--- src/rtl/boron_pkg.sv ---
// Shared constants, S-box tables and FSM state type for the BORON-80 key schedule.
package boron_pkg;

  localparam int KEY_WIDTH  = 80;
  localparam int RK_WIDTH   = 64;
  localparam int ROT        = 13;
  localparam int NUM_ROUNDS = 25;
  localparam int IDX_WIDTH  = 5;
  localparam int RC_WIDTH   = 5;

  typedef logic [3:0] nibble_t;

  localparam nibble_t SBOX [16] = '{
    4'hE, 4'h4, 4'hB, 4'h1, 4'h7, 4'h9, 4'hC, 4'hA,
    4'hD, 4'h2, 4'h0, 4'hF, 4'h8, 4'h5, 4'h3, 4'h6
  };

  localparam nibble_t SBOX_INV [16] = '{
    4'hA, 4'h3, 4'h9, 4'hE, 4'h1, 4'hD, 4'hF, 4'h4,
    4'hC, 4'h5, 4'h7, 4'h2, 4'h6, 4'h8, 4'h0, 4'hB
  };

  typedef enum logic [1:0] {
    ST_IDLE,
    ST_PREP,
    ST_EMIT
  } state_t;

endpackage

--- src/rtl/boron_key_schedule_if.sv ---
// Round-key stream between the key schedule (master) and the round datapath (slave).
interface boron_key_schedule_if;
  import boron_pkg::*;

  logic [RK_WIDTH-1:0]  o_rk;
  logic                 o_rk_valid;
  logic                 i_rk_ready;
  logic [IDX_WIDTH-1:0] o_rk_idx;
  logic                 o_last;

  modport master (
    output o_rk, o_rk_valid, o_rk_idx, o_last,
    input  i_rk_ready
  );

  modport slave (
    input  o_rk, o_rk_valid, o_rk_idx, o_last,
    output i_rk_ready
  );

endinterface

--- src/rtl/boron_key_step.sv ---
// One key-schedule step: forward F(K, rc) or inverse F^-1(K, rc), purely combinational.
module boron_key_step
  import boron_pkg::*;
#(
  parameter int ROT_BITS = boron_pkg::ROT
) (
  input  logic [KEY_WIDTH-1:0] i_k,
  input  logic [RC_WIDTH-1:0]  i_rc,
  input  logic                 i_inv,
  output logic [KEY_WIDTH-1:0] o_k
);

  logic [KEY_WIDTH-1:0] fwd;
  logic [KEY_WIDTH-1:0] inv_pre;
  logic [KEY_WIDTH-1:0] inv;

  // NOTE: combinational blocks use blocking '=' and assign every output first, so no latch is inferred.
  always_comb begin
    fwd = {i_k[KEY_WIDTH-ROT_BITS-1:0], i_k[KEY_WIDTH-1:KEY_WIDTH-ROT_BITS]};
    fwd[3:0] = SBOX[fwd[3:0]];
    fwd[RK_WIDTH-1 -: RC_WIDTH] = fwd[RK_WIDTH-1 -: RC_WIDTH] ^ i_rc;

    // Inverse undoes the forward operations in reverse order.
    inv_pre = i_k;
    inv_pre[RK_WIDTH-1 -: RC_WIDTH] = inv_pre[RK_WIDTH-1 -: RC_WIDTH] ^ i_rc;
    inv_pre[3:0] = SBOX_INV[inv_pre[3:0]];
    inv = {inv_pre[ROT_BITS-1:0], inv_pre[KEY_WIDTH-1:ROT_BITS]};

    o_k = i_inv ? inv : fwd;
  end

endmodule

--- src/rtl/boron_key_schedule.sv ---
// Streams round keys RK_0..RK_NUM_ROUNDS in encryption or decryption order from an 80-bit master key.
module boron_key_schedule #(
  parameter int NUM_ROUNDS = boron_pkg::NUM_ROUNDS,
  parameter int ROT        = boron_pkg::ROT
) (
  input  logic                            i_clk,
  input  logic                            i_rst_n,
  input  logic                            i_load,
  input  logic [boron_pkg::KEY_WIDTH-1:0] i_key,
  input  logic                            i_dec,
  boron_key_schedule_if.master            rk_if,
  output logic                            o_busy
);
  import boron_pkg::*;

  localparam logic [IDX_WIDTH-1:0] LAST_IDX = IDX_WIDTH'(NUM_ROUNDS);
  localparam logic [IDX_WIDTH-1:0] PREP_END = IDX_WIDTH'(NUM_ROUNDS - 1);

  state_t               state_q;
  logic [KEY_WIDTH-1:0] key_q;
  logic [KEY_WIDTH-1:0] key_next;
  logic [IDX_WIDTH-1:0] idx_q;
  logic [IDX_WIDTH-1:0] cnt_q;
  logic [RC_WIDTH-1:0]  step_rc;
  logic                 step_inv;
  logic                 dec_q;
  logic                 valid_q;
  logic                 last_q;

  // PREP fast-forwards with rc = cnt+1; EMIT steps toward the next index in the chosen order.
  always_comb begin
    step_inv = 1'b0;
    step_rc  = cnt_q + 1'b1;
    if (state_q == ST_EMIT) begin
      step_inv = dec_q;
      step_rc  = dec_q ? idx_q : idx_q + 1'b1;
    end
  end

  boron_key_step #(.ROT_BITS(ROT)) u_step (
    .i_k   (key_q),
    .i_rc  (step_rc),
    .i_inv (step_inv),
    .o_k   (key_next)
  );

  // NOTE: sequential state uses non-blocking '<=' so every register samples pre-edge values.
  always_ff @(posedge i_clk or negedge i_rst_n) begin
    if (!i_rst_n) begin
      state_q <= ST_IDLE;
      key_q   <= '0;
      idx_q   <= '0;
      cnt_q   <= '0;
      dec_q   <= 1'b0;
      valid_q <= 1'b0;
      last_q  <= 1'b0;
      o_busy  <= 1'b0;
    end else if (i_load) begin
      // A load wins over everything, including a handshake completing this cycle.
      key_q   <= i_key;
      dec_q   <= i_dec;
      idx_q   <= '0;
      cnt_q   <= '0;
      last_q  <= 1'b0;
      o_busy  <= 1'b1;
      state_q <= i_dec ? ST_PREP : ST_EMIT;
      valid_q <= !i_dec;
    end else begin
      unique case (state_q)
        ST_PREP: begin
          key_q <= key_next;
          cnt_q <= cnt_q + 1'b1;
          if (cnt_q == PREP_END) begin
            state_q <= ST_EMIT;
            idx_q   <= LAST_IDX;
            valid_q <= 1'b1;
          end
        end
        ST_EMIT: begin
          if (rk_if.i_rk_ready) begin
            if (last_q) begin
              state_q <= ST_IDLE;
              valid_q <= 1'b0;
              last_q  <= 1'b0;
              o_busy  <= 1'b0;
            end else if (dec_q) begin
              key_q  <= key_next;
              idx_q  <= idx_q - 1'b1;
              last_q <= (idx_q == IDX_WIDTH'(1));
            end else begin
              key_q  <= key_next;
              idx_q  <= idx_q + 1'b1;
              last_q <= (idx_q == LAST_IDX - 1'b1);
            end
          end
        end
        default: ;
      endcase
    end
  end

  assign rk_if.o_rk       = key_q[RK_WIDTH-1:0];
  assign rk_if.o_rk_valid = valid_q;
  assign rk_if.o_rk_idx   = idx_q;
  assign rk_if.o_last     = last_q;

endmodule

--- src/flat_wrapper.sv ---
// flat-port wrapper written by rule: the top's interface ports become plain ports
module boron_key_schedule_flat import boron_pkg::*;
#(
  parameter int NUM_ROUNDS = boron_pkg::NUM_ROUNDS,
  parameter int ROT        = boron_pkg::ROT
)
  (i_clk, i_rst_n, i_load, i_key, i_dec, o_busy, rk_if_o_rk, rk_if_o_rk_valid, rk_if_o_rk_idx, rk_if_o_last, rk_if_i_rk_ready);
  boron_key_schedule_if rk_if_i ();
  input  logic i_clk;
  input  logic i_rst_n;
  input  logic i_load;
  input  logic [boron_pkg::KEY_WIDTH-1:0] i_key;
  input  logic i_dec;
  output logic o_busy;
  output wire logic [$bits(rk_if_i.o_rk)-1:0] rk_if_o_rk;
  output wire logic [$bits(rk_if_i.o_rk_valid)-1:0] rk_if_o_rk_valid;
  output wire logic [$bits(rk_if_i.o_rk_idx)-1:0] rk_if_o_rk_idx;
  output wire logic [$bits(rk_if_i.o_last)-1:0] rk_if_o_last;
  input wire logic [$bits(rk_if_i.i_rk_ready)-1:0] rk_if_i_rk_ready;
  assign rk_if_o_rk = rk_if_i.o_rk;
  assign rk_if_o_rk_valid = rk_if_i.o_rk_valid;
  assign rk_if_o_rk_idx = rk_if_i.o_rk_idx;
  assign rk_if_o_last = rk_if_i.o_last;
  assign rk_if_i.i_rk_ready = rk_if_i_rk_ready;
  boron_key_schedule #(.NUM_ROUNDS(NUM_ROUNDS), .ROT(ROT)) u_core (.i_clk(i_clk), .i_rst_n(i_rst_n), .i_load(i_load), .i_key(i_key), .i_dec(i_dec), .rk_if(rk_if_i), .o_busy(o_busy));
endmodule
--- config.mk ---
export PLATFORM = sky130hd
export DESIGN_NAME = boron_key_schedule_flat
export DESIGN_NICKNAME = d
export VERILOG_FILES = /design/src/rtl/boron_pkg.sv /design/src/rtl/boron_key_schedule_if.sv /design/src/rtl/boron_key_step.sv /design/src/rtl/boron_key_schedule.sv /design/src/flat_wrapper.sv
export SDC_FILE = /design/constraint.sdc
export NUM_CORES = 1
export LEC_CHECK = 0
export CAP_MARGIN = 10
export CORE_ASPECT_RATIO = 0.75
export CORE_MARGIN = 2
export CORE_UTILIZATION = 50
export DETAILED_ROUTE_END_ITERATION = 12
export DONT_BUFFER_PORTS = 1
export GPL_ROUTABILITY_DRIVEN = 0
export SYNTH_ARGS = -nofsm -noshare
export SYNTH_HDL_FRONTEND = slang
export SYNTH_SLANG_ARGS = --single-unit
--- constraint.sdc ---
create_clock -name i_clk -period 2.61 [get_ports i_clk]
set_clock_uncertainty 0.2 [all_clocks]
set_input_delay 0.522 -clock i_clk [delete_from_list [all_inputs] [get_ports i_clk]]
set_output_delay 0.522 -clock i_clk [all_outputs]
set_load 0.02 [all_outputs]
* Word level (Yosys, flattened, before mapping) *
Memories as Yosys holds them, arrays and structs flattened.
Cells that the tools add are included.

storage, ports and cells
  logic and storage cells = 77
  memories kept = 2
  bits of input ports = 85
  ROM bits = 128
  register bits = 96

cells by class
  multiplexer cells = 38
  magnitude comparators = 2
  bitwise logic cells = 4
  add/subtract/negate cells = 3
  equal/unequal tests = 9
  reduce and logical (&&, ||, !) cells = 11

memories
  name              depth  bits a word  rd ports  clocked after memory_dff  wr ports  line                  text
  (name not given)  16     4            1         0                         0         boron_key_step.sv:26  inv_pre[3:0] = SBOX_INV[inv_pre[3:0]];
  (name not given)  16     4            1         0                         0         boron_key_step.sv:20  fwd[3:0] = SBOX[fwd[3:0]];

operators by type and width
  operator             count
  $mux 80              4
  $pmux 80 s2          1
  $mux 5               9
  $mux 4               4
  $mux 1               12
  $add 5x1->5 const B  2
  $eq 5x5->1 const B   2
  $ge 5x5->1 const B   2
  $mux 2               5
  $not 4->5            2
  $pmux 5 s2           1
  $xor 5x5->5          2
  $reduce_and 4->1     2
  $reduce_bool 2->1    4
  $ne 3x2->1 const B   2
  $ne 3x3->1 const B   2
  $reduce_and 3->1     2
  $eq 5x1->1 const B   1
  $sub 5x1->5 const B  1
  $pmux 2 s2           1
  $reduce_bool 3->1    1
  $eq 2x1->1 const B   1
  $eq 2x2->1 const B   1
  $pmux 1 s2           1
  other kinds (2)      2

* Longest topological paths before layout *
  depth in word-level cells = 9
  gate-level depth with buffers = 9

* By module *
A second synthesis with hierarchy kept.

second synthesis, totals
  cell total of the unflattened synthesis = 705
  area total of the unflattened synthesis = 6720.2 um^2

by module, submodules not included
  module              area each (um^2)  sequential area each (um^2)  instances  cells an instance
  boron_key_schedule  5315.1            2377.3                       1          536
  boron_key_step      1405.1            0.0                          1          169

* Worst setup path before layout *
No wires, ideal clock.

  path kind = reg2reg
  start point = reg, netlist name u_core.rk_if.o_rk_valid
  end point = reg u_core.key_q[2]
  cell stages (with the launch flop) = 9
  path buffers = 5
  arrival = 1.809 ns
  clock period less this slack = 2.130 ns
  setup slack = 0.480 ns
  cell sequence = dfrtp_1 > buf_4 > and4bb_1 > buf_6 > or3_1 > buf_2 > buf_6 > buf_6 > o22a_1

RTL lines
  element                 line                      text
  end signal: assignment  boron_key_schedule.sv:60  key_q <= i_key;
  end signal: assignment  boron_key_schedule.sv:71  key_q <= key_next;
  end signal: assignment  boron_key_schedule.sv:87  key_q <= key_next;
  end: declaration        boron_key_schedule.sv:20  logic [KEY_WIDTH-1:0] key_q;

==> flow_metrics.tcl <==
set metrics [dict create \
    status "complete, but fails checks" \
    violations "hold timing" \
    slowest_stage "or3_2" \
    place_inst 879 \
    cpPeakStageDelay_ns 0.67 \
    synth_top_family_by_area "simple AND/OR/NAND/NOR gates" \
    synth-edff-count 0 \
    maxCapViolCount 0 \
    vias 5457 \
    insertion_delay_ns 0.35 \
    via_per_inst 6.050 \
    crit_buf_inv 1 \
    drt_wl_total_um 18710 \
    cts_buffers 9 \
    synth_ff_type "dfrtp_1" \
    synth_nets 923 \
    grt_overflow 0 \
    yosys-mux-area-fraction_pct 1.517 \
    leakage_nw 2.821 \
    p_per_area_nw_per_um2 774.3 \
    drt_iter0_drc 413 \
    crit_path_end_kind "flop" \
    fin_crit_sh_pct 89.87 \
    synth_xor_area_share_pct 3.617 \
    hold_class "input pin to async pin" \
    critPathMaxFanout 59 \
    synth_seq_cells 95 \
    std_cell_rows 35 \
    required_ns 2.64 \
    start_kind "flop" \
    drc 0 \
    core-area_um2 12440 \
    crit_family "simple AND/OR/NAND/NOR gates" \
    areaGrowthSynthToFinish_pct 0.01939 \
    vdd_drop_max_uv 369.5 \
    power_mw 4.984 \
    dp_hpwl_um 12890 \
    cp_cell_sequence "and4bb_1 > or3_2 > buf_12 > o21ai_0 > o21ai_0" \
    synthArstFlopShare_pct 100.0 \
    whs_ns -0.3376 \
    syn-instance-count 822 \
    die_area_um2 13800 \
    finalSetupViolCount 0 \
    synth.top_cells.by_area "dfrtp_1 (37%), nand2_1 (12%), o21ai_0 (11%)" \
    syn_area_um2 6435 \
    post-place-ws_ns 0.2796 \
    clock_sinks 95 \
    clk_pin_slew_ns 0.07 \
    final-hold-violation-count 95 \
    nets 825 \
    max_slew_margin_pct 53.19 \
    port_buffers 0 \
    setup_slack_ns 0.2644 \
    h-tree-depth 3 \
    instances_no_fill 902 \
    routedWlPerCell_um 20.74 \
    synth_warnings 0 \
    drv_slew 0 \
    grt_pass1_wl_um 29080 \
    synth.yosys.seq_area_share_pct 36.94 \
    cts_tree "built" \
    cts_resized 0 \
    synthAdderAreaFrac_pct 3.111 \
    rsz0062_at_grt "false" \
    clockBufferDepth 2 \
    synth_compound_area_share_pct 18.72 \
    ios 157 \
    fmax_mhz 426.3 \
    grt_max_degree 96 \
    ant_nets 0 \
    drive_gt1_share_pct 6.310 \
    synth-simple-area-share_pct 23.37 \
    initial_core_util_pct 51.74 \
    yosysTopAreaCell "dfrtp_1" \
    dieWidth_um 135.0 \
    syn_area_per_cell_um2 7.828 \
    tns_ns 0 \
    worstSetupPathType "flop to flop" \
    worst_pin_slew_ns 0.7021 \
    cp.arrival_ns 2.38 \
    postLayoutCoreUtil_pct 51.75 \
    dr.pass1.iters 5 \
    cts_root_buffer "clkbuf_16" \
    fp.dieH_um 102.2 \
    ys_types 53 \
    grtUsageTotal_pct 27.28 \
    antenna_found_initial 10 \
    first_global_vias 5152 \
    crit_path_frequent_cell "o21ai_0" \
    synth_top_area_share_pct 36.94 \
    fin_crit_ns 2.346 \
]
[synth_stat cells, types with 14 or more instances]
master and instances:
nand2_1 204, o21ai_0 137, dfrtp_1 95, buf_4 65, and3_1 60, clkbuf_1 48, nor2_1 28, a21oi_1 18
ha_1 16, xnor2_1 16, inv_1 14
[final cells by class]
cell class,instances,area (um^2)
antenna,7,17.52
clock buffer,10,239.0
clock inverter,6,83.83
fill,1218,6001
inverter,15,57.56
multi-input combinational,584,3248
sequential,95,2377
tap,166,207.7
timing repair buffer,19,205.2
[worst paths after layout]
check                                               startpoint                              end  slack, ns  cells past startpoint
min in group i_clk                                      i_load  u_core.rk_if.o_last$_DFFE_PN0P_       0.04                      1
hold / removal                                         i_rst_n      u_core.key_q[1]$_DFFE_PN0P_      -0.34                      0
setup / recovery           u_core.rk_if.o_rk_valid$_DFFE_PN0P_     u_core.key_q[73]$_DFFE_PN0P_       0.26                      5
setup reg to reg           u_core.rk_if.o_rk_valid$_DFFE_PN0P_     u_core.key_q[73]$_DFFE_PN0P_       0.26                      5
hold reg to reg                   u_core.key_q[73]$_DFFE_PN0P_     u_core.key_q[73]$_DFFE_PN0P_       0.32                      2
max in group asynchronous                              i_rst_n     u_core.key_q[16]$_DFFE_PN0P_       2.37                      0
[layout by cell type (no fill, tap or decap), types with 2 or more instances in the layout]
cell	count
nor4bb_1	2
mux4_2	3
nor2_1	28
ha_1	16
buf_12	5
o31ai_1	4
a22o_1	2
o22a_1	4
o21ai_0	137
buf_4	14
a21o_1	3
clkinv_2	4
a221oi_1	2
o22ai_1	5
a31oi_1	2
nand4_1	3
o21a_1	4
a211oi_1	8
or3_1	4
o211ai_1	6
or3b_2	2
and3_1	60
xor2_1	8
nand2_1	204
mux2i_1	3
bufinv_16	2
dfrtp_1	95
nor2b_1	5
nand3b_1	3
clkbuf_16	9
a21oi_1	18
inv_1	14
xnor2_1	16
a222oi_1	2
a2111oi_0	5
nand3_1	8
diode_2	7
[logic make-up (layout without fill, tap and decap cells)]
group | count (synthesis) | after routing
fa+ha+maj | 16 | 16
simple gates | 329 | 329
mux | 6 | 6
xor+xnor | 25 | 25
compound gates | 208 | 208
buf+inv | 143 | 50
flops | 95 | 95
other cells | 0 | 7
[flip-flops by register name, summed over array words and instances, names as in the netlist]
register / flops
u_core.key_q: 80
u_core.cnt_q: 5
u_core.rk_if.o_rk_idx: 5
u_core.dec_q: 1
u_core.o_busy: 1
u_core.rk_if.o_last: 1
u_core.rk_if.o_rk_valid: 1
u_core.state_q: 1
[power by group]
group	total (mW)	switching, mW	internal [mW]
sequential	2.41	0.691	1.72
clock	1.47	0.605	0.864
combinational	1.10	0.590	0.511
[repair_timing]
item                                   4_1_cts  5_1_grt
endpoints found under the hold margin       95       95
setup endpoints to repair                    0        0
setup buffers                                0        0
[routing by layer]
layer,vias to the layer above,GRT usage [%],wire length (um)
met5,-,0,33
met4,6,7.772,314
met3,29,9.226,1731
met2,208,42.48,8684
met1,2668,36.58,7944
li1,2546,-,-
[worst register-to-register path, delay by kind of cell (launching register included)]
family / cells / cell delay [ns]
AND/OR/NAND/NOR: 2 / 1.03
AO/OA/AOI/OAI: 2 / 0.25
flip-flops: 1 / 0.48
buffers and inverters: 1 / 0.28
[stage by stage]
stage          cell area (um^2)  hold slack, ns
6_report                   6436         -0.3376
5_1_grt                    6431         -0.3545
4_1_cts                    6419         -0.3401
3_5_place_dp               6096         0.03031
3_3_place_gp               6096         0.03060
2_1_floorplan              6435         0.02641
(Power assumes the default switching activity.)
